$ cat config.mk
export PLATFORM = sky130hd
export DESIGN_NAME = inst_fetch_unit
export DESIGN_NICKNAME = d
export VERILOG_FILES = /design/src/rtl/inst_fetch_unit.sv
export SDC_FILE = /design/constraint.sdc
export NUM_CORES = 1
export LEC_CHECK = 0
export CELL_PAD_IN_SITES_DETAIL_PLACEMENT = 1
export CELL_PAD_IN_SITES_GLOBAL_PLACEMENT = 2
export CORE_ASPECT_RATIO = 1.4
export CORE_UTILIZATION = 27
export CTS_BUF_LIST = sky130_fd_sc_hd__clkbuf_4
export DETAILED_ROUTE_END_ITERATION = 8
export PLACE_DENSITY = 0.95
export RECOVER_POWER = 25
export SYNTH_ARGS = -nofsm -noshare
export SYNTH_HDL_FRONTEND = slang
export SYNTH_SLANG_ARGS = --single-unit
$ cat constraint.sdc
create_clock -name clk -period 9.7 [get_ports clk]
set_input_delay 0.97 -clock clk [delete_from_list [all_inputs] [get_ports clk]]
set_output_delay 0.97 -clock clk [all_outputs]
set_load 0.02 [all_outputs]
$ cat src/rtl/inst_fetch_unit.sv
// Instruction fetch front end: PC register, imem req/ack fetch,
// decode-field fan-out and next-PC commit on exec_done.
module inst_fetch_unit #(
    parameter logic [31:0] RESET_PC = 32'h0000_0000,
    parameter int          TIMEOUT  = 16
) (
    input  logic        clk,
    input  logic        rst,
    output logic        imem_req,
    output logic [31:0] imem_addr,
    input  logic        imem_ack,
    input  logic [31:0] imem_rdata,
    output logic [31:0] inst,
    output logic [6:0]  opcode,
    output logic [2:0]  funct3,
    output logic        funct7,
    output logic        inst_valid,
    output logic [31:0] pc,
    output logic [31:0] pc_plus4,
    input  logic        PCSel,
    input  logic [31:0] ALU_Result,
    input  logic        exec_done,
    output logic        halted,
    output logic        misaligned,
    output logic        bus_err,
    output logic [31:0] retired
);

    typedef enum logic [1:0] {
        IDLE  = 2'd0,
        FETCH = 2'd1,
        EXEC  = 2'd2,
        HALT  = 2'd3
    } state_t;

    localparam logic [7:0] WAIT_LIM = 8'(TIMEOUT - 1);

    state_t      r_state;
    logic [31:0] r_pc;
    logic [31:0] r_inst;
    logic        r_inst_valid;
    logic        r_req;
    logic        r_halted;
    logic        r_misaligned;
    logic        r_bus_err;
    logic [31:0] r_retired;
    logic [7:0]  r_wait;

    logic [31:0] w_pc_plus4;
    logic [31:0] w_target;

    assign w_pc_plus4 = r_pc + 32'd4;
    // jalr rule: bit 0 of the target is always dropped
    assign w_target   = ALU_Result & ~32'h1;

    always_ff @(posedge clk or posedge rst) begin
        if (rst) begin
            r_state      <= IDLE;
            r_pc         <= RESET_PC;
            r_inst       <= 32'h0;
            r_inst_valid <= 1'b0;
            r_req        <= 1'b0;
            r_halted     <= 1'b0;
            r_misaligned <= 1'b0;
            r_bus_err    <= 1'b0;
            r_retired    <= 32'h0;
            r_wait       <= 8'h0;
        end else begin
            unique case (r_state)
                IDLE: begin
                    r_state <= FETCH;
                    r_req   <= 1'b1;
                    r_wait  <= 8'h0;
                end
                FETCH: begin
                    // an ack on the timeout cycle still wins
                    if (imem_ack) begin
                        r_inst       <= imem_rdata;
                        r_inst_valid <= 1'b1;
                        r_req        <= 1'b0;
                        r_wait       <= 8'h0;
                        r_state      <= EXEC;
                    end else if (r_wait == WAIT_LIM) begin
                        r_req     <= 1'b0;
                        r_inst    <= 32'h0;
                        r_halted  <= 1'b1;
                        r_bus_err <= 1'b1;
                        r_wait    <= 8'h0;
                        r_state   <= HALT;
                    end else begin
                        r_wait <= r_wait + 8'd1;
                    end
                end
                EXEC: begin
                    if (exec_done) begin
                        if (PCSel && w_target[1]) begin
                            r_inst       <= 32'h0;
                            r_inst_valid <= 1'b0;
                            r_halted     <= 1'b1;
                            r_misaligned <= 1'b1;
                            r_state      <= HALT;
                        end else begin
                            r_pc         <= PCSel ? w_target : w_pc_plus4;
                            r_inst_valid <= 1'b0;
                            r_retired    <= r_retired + 32'd1;
                            r_req        <= 1'b1;
                            r_wait       <= 8'h0;
                            r_state      <= FETCH;
                        end
                    end
                end
                HALT: begin
                    r_req        <= 1'b0;
                    r_inst       <= 32'h0;
                    r_inst_valid <= 1'b0;
                    r_halted     <= 1'b1;
                end
            endcase
        end
    end

    assign imem_req   = r_req;
    assign imem_addr  = r_pc;
    assign inst       = r_inst;
    assign opcode     = r_inst[6:0];
    assign funct3     = r_inst[14:12];
    assign funct7     = r_inst[30];
    assign inst_valid = r_inst_valid;
    assign pc         = r_pc;
    assign pc_plus4   = w_pc_plus4;
    assign halted     = r_halted;
    assign misaligned = r_misaligned;
    assign bus_err    = r_bus_err;
    assign retired    = r_retired;

endmodule

# Word-level counts from Yosys, hierarchy flattened
# Index checks and enable logic that the tools add are counted.
# classes
mux,29
bitwise_logic,2
reduce_logical,13
addsub,3
n_eq_ne,11
# ops
cell,n
32-bit two-way mux,5
32-bit one-hot mux with 3 select lines,1
32-bit by 1-bit adder with 32-bit output (second input constant),1
32-bit by 3-bit adder with 32-bit output (second input constant),1
8-bit two-way mux,4
8-bit one-hot mux with 3 select lines,1
3-bit AND reduction,7
2-bit != test (second input constant),6
1-bit two-way mux,10
8-bit by 1-bit adder with 8-bit output (second input constant),1
8-bit by 4-bit == test with 1-bit output (second input constant),1
2-bit two-way mux,4
1-bit one-hot mux with 3 select lines,2
2-bit one-hot mux with 3 select lines,1
3-bit nonzero test,2
5-bit AND reduction,1
2-bit == test (second input constant),2
1-bit one-hot mux with 4 select lines,1
4-bit AND reduction,1
3-bit != test (second input constant),1
2-bit by 1-bit == test with 1-bit output (second input constant),1
2-bit zero test,1
1-bit NOT,2
1-bit logical AND,1
# word_totals
reg_bits,111
elab_cells,68
out_inout_bits,176
input_bits,69

# Longest topological paths before layout
# Gate-level depths: netlist (run 1).
# depth
ltp_word,4
depth_mapped,9
depth_no_buf,7

# Worst setup path after synthesis (run 1)
# No wires, ideal clock.
# synth_path
kind,reg-to-output
startpoint,reg r_pc[4] (netlist: imem_addr[4])
endpoint,out pc_plus4[31]
arrival_ps,2112
path_stages_with_launch,7
setup_slack_ps,6618
required_ps,8730
n_path_buf,1
cell_sequence,dfrtp_1 > buf_2 > nand3_1 > nor3_2 > nand2_1 > nor2_1 > xor2_1
# synth_via
elab_chain_cells,1
# synth_lines
item,line_no,rtl
from (decl),39,logic [31:0] r_pc;
from (signal assigned),103,r_pc <= PCSel ? w_target : w_pc_plus4;
32-bit by 3-bit adder with 32-bit output,52,assign w_pc_plus4 = r_pc + 32'd4;
to (decl),19,"output logic [31:0] pc_plus4,"
# No other way between the ends.

# Final worst setup path (run 1)
# layout_path
startpoint,in PCSel
endpoint,reg r_pc[31] (netlist: imem_addr[31])
# layout_via
elab_chain_cells,3
word_cells_on_any_way,4
cone_classes,mux (1); bitwise (1); reduce/logical (2)
# layout_lines
item,line_no,rtl
from (decl),20,"input logic PCSel,"
1-bit logical AND,96,if (PCSel && w_target[1]) begin
1-bit NOT (no source line),n/a,
3-bit AND reduction (no source line),n/a,
# Parallel ways exist; a longest one is shown, timed or not.
# A chain may end at the register's enable or synchronous reset.

==> results.cfg, run 1 <==
[placement]
placed_area_mm2 = 0.008378
portBuffers = 240
globalplace.congestion = 0.7261
pre_cts_slack_ns = 5.766
place_hpwl_mm = 13.53

[global_routing]
grt_pass1_vias = 5656
gr-total-overflow = 0
track_usage = 0.1658
grt_pass1_wl_mm = 29.90
grt_start_max_net_pins = 67
antenna_found_initial = 2

[floorplanning]
core-area_mm2 = 0.02186
start_util = 0.2753
dieWidth_um = 128.2
die_area_mm2 = 0.02290
io_pins = 245
rows = 64
die_h_um = 178.7

[clocking]
clock_path_buffers = 2
cts_hold_buf = 0
ctsResizeCount = 0
clk_latency_ns = 0.51
cts_setup_buffers = 0
cts_tree = yes
ctsRootBufferMaster = clkbuf_4
clkSinkCount = 110
h-tree-depth = 3
cts_buffers = 9
clkSlewWorstSetupHoldPaths_ns = 0.18

[drt]
routed_wl_mm = 18.68
drt-pass1-iter-count = 4
viasPerCell = 4.825
dr_total_vias = 5529
drc = 0
drt_iter0_drc = 178
postRouteAntennaNets = 0
routedWlPerCell_um = 16.30

[timing]
max_freq_ghz = 0.1945
drv_slew = 249
period_minus_slack_ns = 5.140
finalHoldWorstSlack_ns = 0.4891
hold_viol_final = 0
setup_ws_ns = 4.560
layout_worst_path_cycle_share = 0.5299
finalClockSkew_ns = 0.03746
fin_setup_tns_ns = 0
worst_pin_slew_ns = 3.120
setup_viol = 0
rsz0062_at_grt = no
slew_headroom = -1.091

[logic_synthesis]
yosysSeqAreaShare = 0.4574
syn_avg_cell_area_um2 = 9.105
synthCells = 661
yosys.cell_types.count = 53
async_flop_share = 1.000
synth.cell_area_mm2 = 0.006018
yosys_most_used_dff = dfrtp_1
yosys_warnings = 0
synth_edf_count = 0
ys_ff_latch = 110

[finish]
utilization = 0.3894
area_delta_synth_final_pct = 41.43
stdcell_area_mm2 = 0.008512
fillers = 2549
final_cell_mix = clkdlybuf4s50_1 (236), nand2_1 (114), dfrtp_1 (110)
drive_above_1_share = 0.03424
fin_nets = 918
layout_commonest_cell = clkdlybuf4s50_1

[setup_path]
worstPathArrival_ns = 5.53
worst_ep_required_time_ns = 10.09
critPathCaptureType = register
start_kind = primary input
worstSetupPathType = in -> reg
cp_max_fo = 59

[power]
leakagePower_nw = 3.460
power_density_mw_per_mm2 = 267.8
vdd_drop_max_mv = 0.1186

[outcome]
violations = capacitance limit, slew limit
run_status = finished with violations

[min_path]
hp-class = reg -> reg

[flow_run]
maxCapViolCount = 5
## synthesized netlist by cell type (3+ instances only)
cell type | count | area [µm²]
nand3_1 | 40 | 200.2
xnor2_1 | 45 | 394.1
nand4_1 | 14 | 87.58
inv_1 | 4 | 15.01
nand2b_1 | 4 | 25.02
nor2b_1 | 3 | 18.77
nand2_1 | 114 | 427.9
or3_1 | 6 | 37.54
ha_1 | 7 | 87.58
buf_4 | 46 | 345.3
and4_1 | 8 | 70.07
nor2_1 | 20 | 75.07
o2bb2ai_1 | 5 | 43.79
o211ai_1 | 7 | 52.55
o21ai_0 | 60 | 300.3
nor3_1 | 4 | 20.02
o31ai_1 | 6 | 45.04
and3_1 | 22 | 137.6
a2bb2oi_1 | 7 | 61.31
clkbuf_1 | 28 | 105.1
nor4_1 | 6 | 37.54
buf_2 | 3 | 15.01
and2_1 | 4 | 25.02
dfrtp_1 | 110 | 2753
o22ai_1 | 7 | 43.79
a22oi_1 | 6 | 45.04
a21o_1 | 4 | 30.03
a21oi_1 | 27 | 135.1
xor2_1 | 16 | 140.1
## cell families (layout without fill, tap and decap cells)
group / after synthesis / count (layout) / synth area share
muxes: 1 / 1 / 0.001663
and+or+nand+nor: 258 / 258 / 0.2148
other: 1 / 5 / 0.0006231
adders and majority gates: 7 / 7 / 0.01455
AOI/OAI and AO/OA: 140 / 140 / 0.1412
DFF: 110 / 110 / 0.4574
xor gates and xnor gates: 61 / 61 / 0.08877
buffers and inverters: 83 / 267 / 0.08108
## critical path: stages
cell	delay, ns
buf_2	0.08
clkbuf_1	1.76
a21boi_0	0.71
nand2_1	0.21
clkbuf_1	1.30
or3_1	0.24
nor3_1	0.04
nand3b_1	0.16
## worst paths after layout
kind,start,end,slack (ns),cells after the start
max,PCSel,imem_addr[31]$_DFFE_PP0P_,4.56,8
min,halted$_DFFE_PP0P_,halted$_DFFE_PP0P_,0.49,1
max reg2reg,r_state[0]$_DFFE_PP0P_,imem_addr[9]$_DFFE_PP0P_,6.59,7
min reg2reg,halted$_DFFE_PP0P_,halted$_DFFE_PP0P_,0.49,1
max in group asynchronous,rst,imem_addr[4]$_DFFE_PP0P_,4.59,3
min in group asynchronous,rst,inst[22]$_DFFE_PP0P_,1.78,2
## power by group
group / total, mW / internal [mW] / switching [mW]
clock: 0.262 / 0.0865 / 0.176
combinational: 1.25 / 0.584 / 0.665
sequential: 0.768 / 0.589 / 0.180
## registers in the layout, indices dropped and copies added, names as in the netlist
| name | cells |
|---|---|
| imem_addr | 31 |
| misaligned | 1 |
| imem_req | 1 |
| inst | 32 |
| retired | 32 |
| r_state | 2 |
| bus_err | 1 |
| r_wait | 8 |
| halted | 1 |
| inst_valid | 1 |
## metrics by stage
stage	std cells	power [mW]
2_1_floorplan	663	1.490
3_3_place_gp	1128	2.015
3_5_place_dp	1128	2.045
4_1_cts	1144	2.315
5_1_grt	1145	2.428
6_report	1146	2.279
## area by class of cell
| cell class | instances | area [µm²] | area share |
|---|---|---|---|
| clock inverter | 6 | 77.57 | 0.009114 |
| antenna | 2 | 5.005 | 0.0005880 |
| sequential | 110 | 2753 | 0.3234 |
| tap | 297 | 371.6 | 0.04366 |
| clock buffer | 10 | 75.07 | 0.008820 |
| timing repair buffer | 246 | 2427 | 0.2852 |
| inverter | 5 | 20.02 | 0.002352 |
| multi-input combinational | 470 | 2783 | 0.3269 |
## routing by layer
layer | vias to the layer above | share of wire | global-route usage
li1 | 2619 | - | -
met1 | 2722 | 0.41 | 0.1910
met2 | 165 | 0.51 | 0.2964
met3 | 23 | 0.052 | 0.03700
met4 | 0 | 0.024 | 0.06373
met5 | - | 0 | 0
Power figures use the tool's default switching activity.
==> run 2, diff against run 1 <==
CORE_UTILIZATION = 25   (was 27)
PLACE_DENSITY = 0.89   (was 0.95)
clock period = 4.8 ns   (was 9.7 ns; I/O delays follow)
==> run 2 against run 1 <==
  * Non-clock buffer count up 2
  * Largest cell class unchanged
  * First-iteration DRC count decreased by 7.9%
  * Die area increased by 7.9%
  * Utilization shrank 2.5 points
  * Final area rose by 0.47%
  * Combinational power rose by 100%
  * Critical endpoint is now pc_plus4[28]
  * Critical path depth shrank 3
  * Clock power increased by 87%
  * Sequential power rose by 100%
  * Critical path type is now reg -> out
  * Global-route usage is 1.0 points lower
  * Via count fell by 0.25%
  * Clock skew decreased by 0.012 ns
  * The flow still finishes with violations (capacitance limit, slew limit)
==> results.cfg, run 2 (synthesis gave the netlist of run 1 again) <==
[floorplanning]
die_h_um = 185.6
core-area_mm2 = 0.02345
rows = 66
io_pins = 245
die_area_mm2 = 0.02471
dieWidth_um = 133.1
start_util = 0.2566

[placement]
globalplace.congestion = 0.7634
placed_area_mm2 = 0.008407
place_hpwl_mm = 13.74
portBuffers = 240
placed_cells = 1139

[global_routing]
gr-total-overflow = 0
grt_start_max_net_pins = 65
antenna_found_initial = 2
track_usage = 0.1554
grt_pass1_wl_mm = 30.50
grt_pass1_vias = 5637

[finish]
drive_above_1_share = 0.04358
multi_input_area_mm2 = 0.002793
fin_cells = 1158
fin_nets = 920
area_delta_synth_final_pct = 42.10
stdcell_area_mm2 = 0.008552
final_cell_mix = clkdlybuf4s50_1 (238), nand2_1 (113), dfrtp_1 (110)
fillers = 2763
layout_commonest_cell = clkdlybuf4s50_1
seqCellArea_mm2 = 0.002753

[power]
vdd_drop_max_mv = 0.2600
leakagePower_nw = 3.480
power_density_mw_per_mm2 = 534.7
p_total_mw = 4.573

[clocking]
clkSinkCount = 110
cts_hold_buf = 0
clkSlewWorstSetupHoldPaths_ns = 0.20
clk_latency_ns = 0.51
ctsResizeCount = 0
cts_tree = yes
cts_buffers = 9
cts_setup_buffers = 0
ctsRootBufferMaster = clkbuf_4
h-tree-depth = 3
clock_path_buffers = 2

[drt]
postRouteAntennaNets = 0
route.layer.met1.wl_mm = 7.552
top_layer = met4
viasPerCell = 4.763
wl_met3_mm = 1.155
drc = 0
drt_iter0_drc = 164
drt-pass1-iter-count = 4
routedWlPerCell_um = 16.26
dr_total_vias = 5515
wl_met2_mm = 9.621
routed_wl_mm = 18.83

[flow_run]
maxCapViolCount = 1

[setup_path]
crit_path_start = imem_addr[10]$_DFFE_PP0P_
cp_max_fo = 10
crit_path_max_incr_delay_ns = 0.71
worstPathArrival_ns = 3.22
start_kind = register
critPathMostFrequentCell = nand4_1
worstSetupPathType = reg -> out
r2r_slack_ns = 2.00
crit_slowest_cell = nor4_4
crit_chain = nand4_1 -> nor4_4 -> nand4_1 -> xnor2_1 -> clkdlybuf4s50_1
r2r_start = r_state[0]$_DFFE_PP0P_
worst_ep_required_time_ns = 4.32
critPathCaptureType = output pin

[timing]
fin_setup_tns_ns = 0
finalClockSkew_ns = 0.02576
hold_viol_final = 0
drv_slew = 59
rsz0062_at_grt = no
period_minus_slack_ns = 3.703
setup_viol = 0
layout_worst_path_cycle_share = 0.7714
worst_pin_slew_ns = 2.601
slew_headroom = -0.7436
max_freq_ghz = 0.2701

[outcome]
violations = capacitance limit, slew limit
run_status = finished with violations

[min_path]
hp-class = reg -> reg
worstHoldStart = misaligned$_DFFE_PP0P_
## run 2: cell types whose count changed in the layout (fill, tap and decap cells not counted), sizes merged
cell / delta
buf: +5
bufinv: -1
clkbuf: -3
clkdlybuf4s50: +2
clkinv: +3
clkinvlp: -1
diode: +1
dlygate4sd3: -2
inv: -1
## run 2: power breakdown
| part | internal [mW] | switching [mW] | leakage, nW | total (mW) |
|---|---|---|---|---|
| clock network | 0.127 | 0.364 | 0.0771 | 0.491 |
| logic | 1.18 | 1.35 | 1.98 | 2.52 |
| registers | 1.19 | 0.368 | 1.42 | 1.56 |
## run 2: layout make-up
cell class,count,area share
timing repair buffer,248,0.2869
inverter,5,0.002341
antenna,3,0.0008778
multi-input combinational,470,0.3266
sequential,110,0.3219
tap,306,0.04477
clock inverter,6,0.007901
clock buffer,10,0.008778
## run 2: routing by layer
layer,vias to the layer above,track usage
li1,2619,-
met1,2705,0.1750
met2,166,0.2802
met3,25,0.03649
met4,0,0.06500
met5,-,0
## run 2: final timing paths
path	end	depth (start not counted)
worst min-delay path	misaligned$_DFFE_PP0P_	1
worst max register to register	retired[26]$_DFFE_PP0P_	6
worst min register to register	misaligned$_DFFE_PP0P_	1
worst max-delay path	pc_plus4[28]	5
max in group asynchronous	imem_addr[6]$_DFFE_PP0P_	3
min in group asynchronous	inst[23]$_DFFE_PP0P_	2
## run 2: critical path: cells and delay by family, from the launching register on
kind	cells	cell delay [ns]
simple gates	3	1.24
buf+inv	1	0.67
xor+xnor	1	0.20
flops	1	0.59
## run 2: metrics by stage
| step | worst slack (ns) | utilization | hold slack [ns] |
|---|---|---|---|
| 2_1_floorplan | 1.418 | - | 0.4361 |
| 3_3_place_gp | 1.717 | 0.3585 | 0.4419 |
| 3_5_place_dp | 1.631 | 0.3585 | 0.4479 |
| 4_1_cts | 1.003 | 0.3645 | 0.4241 |
| 5_1_grt | 0.8467 | 0.3645 | 0.4407 |
| 6_report | 1.097 | 0.3647 | 0.4834 |
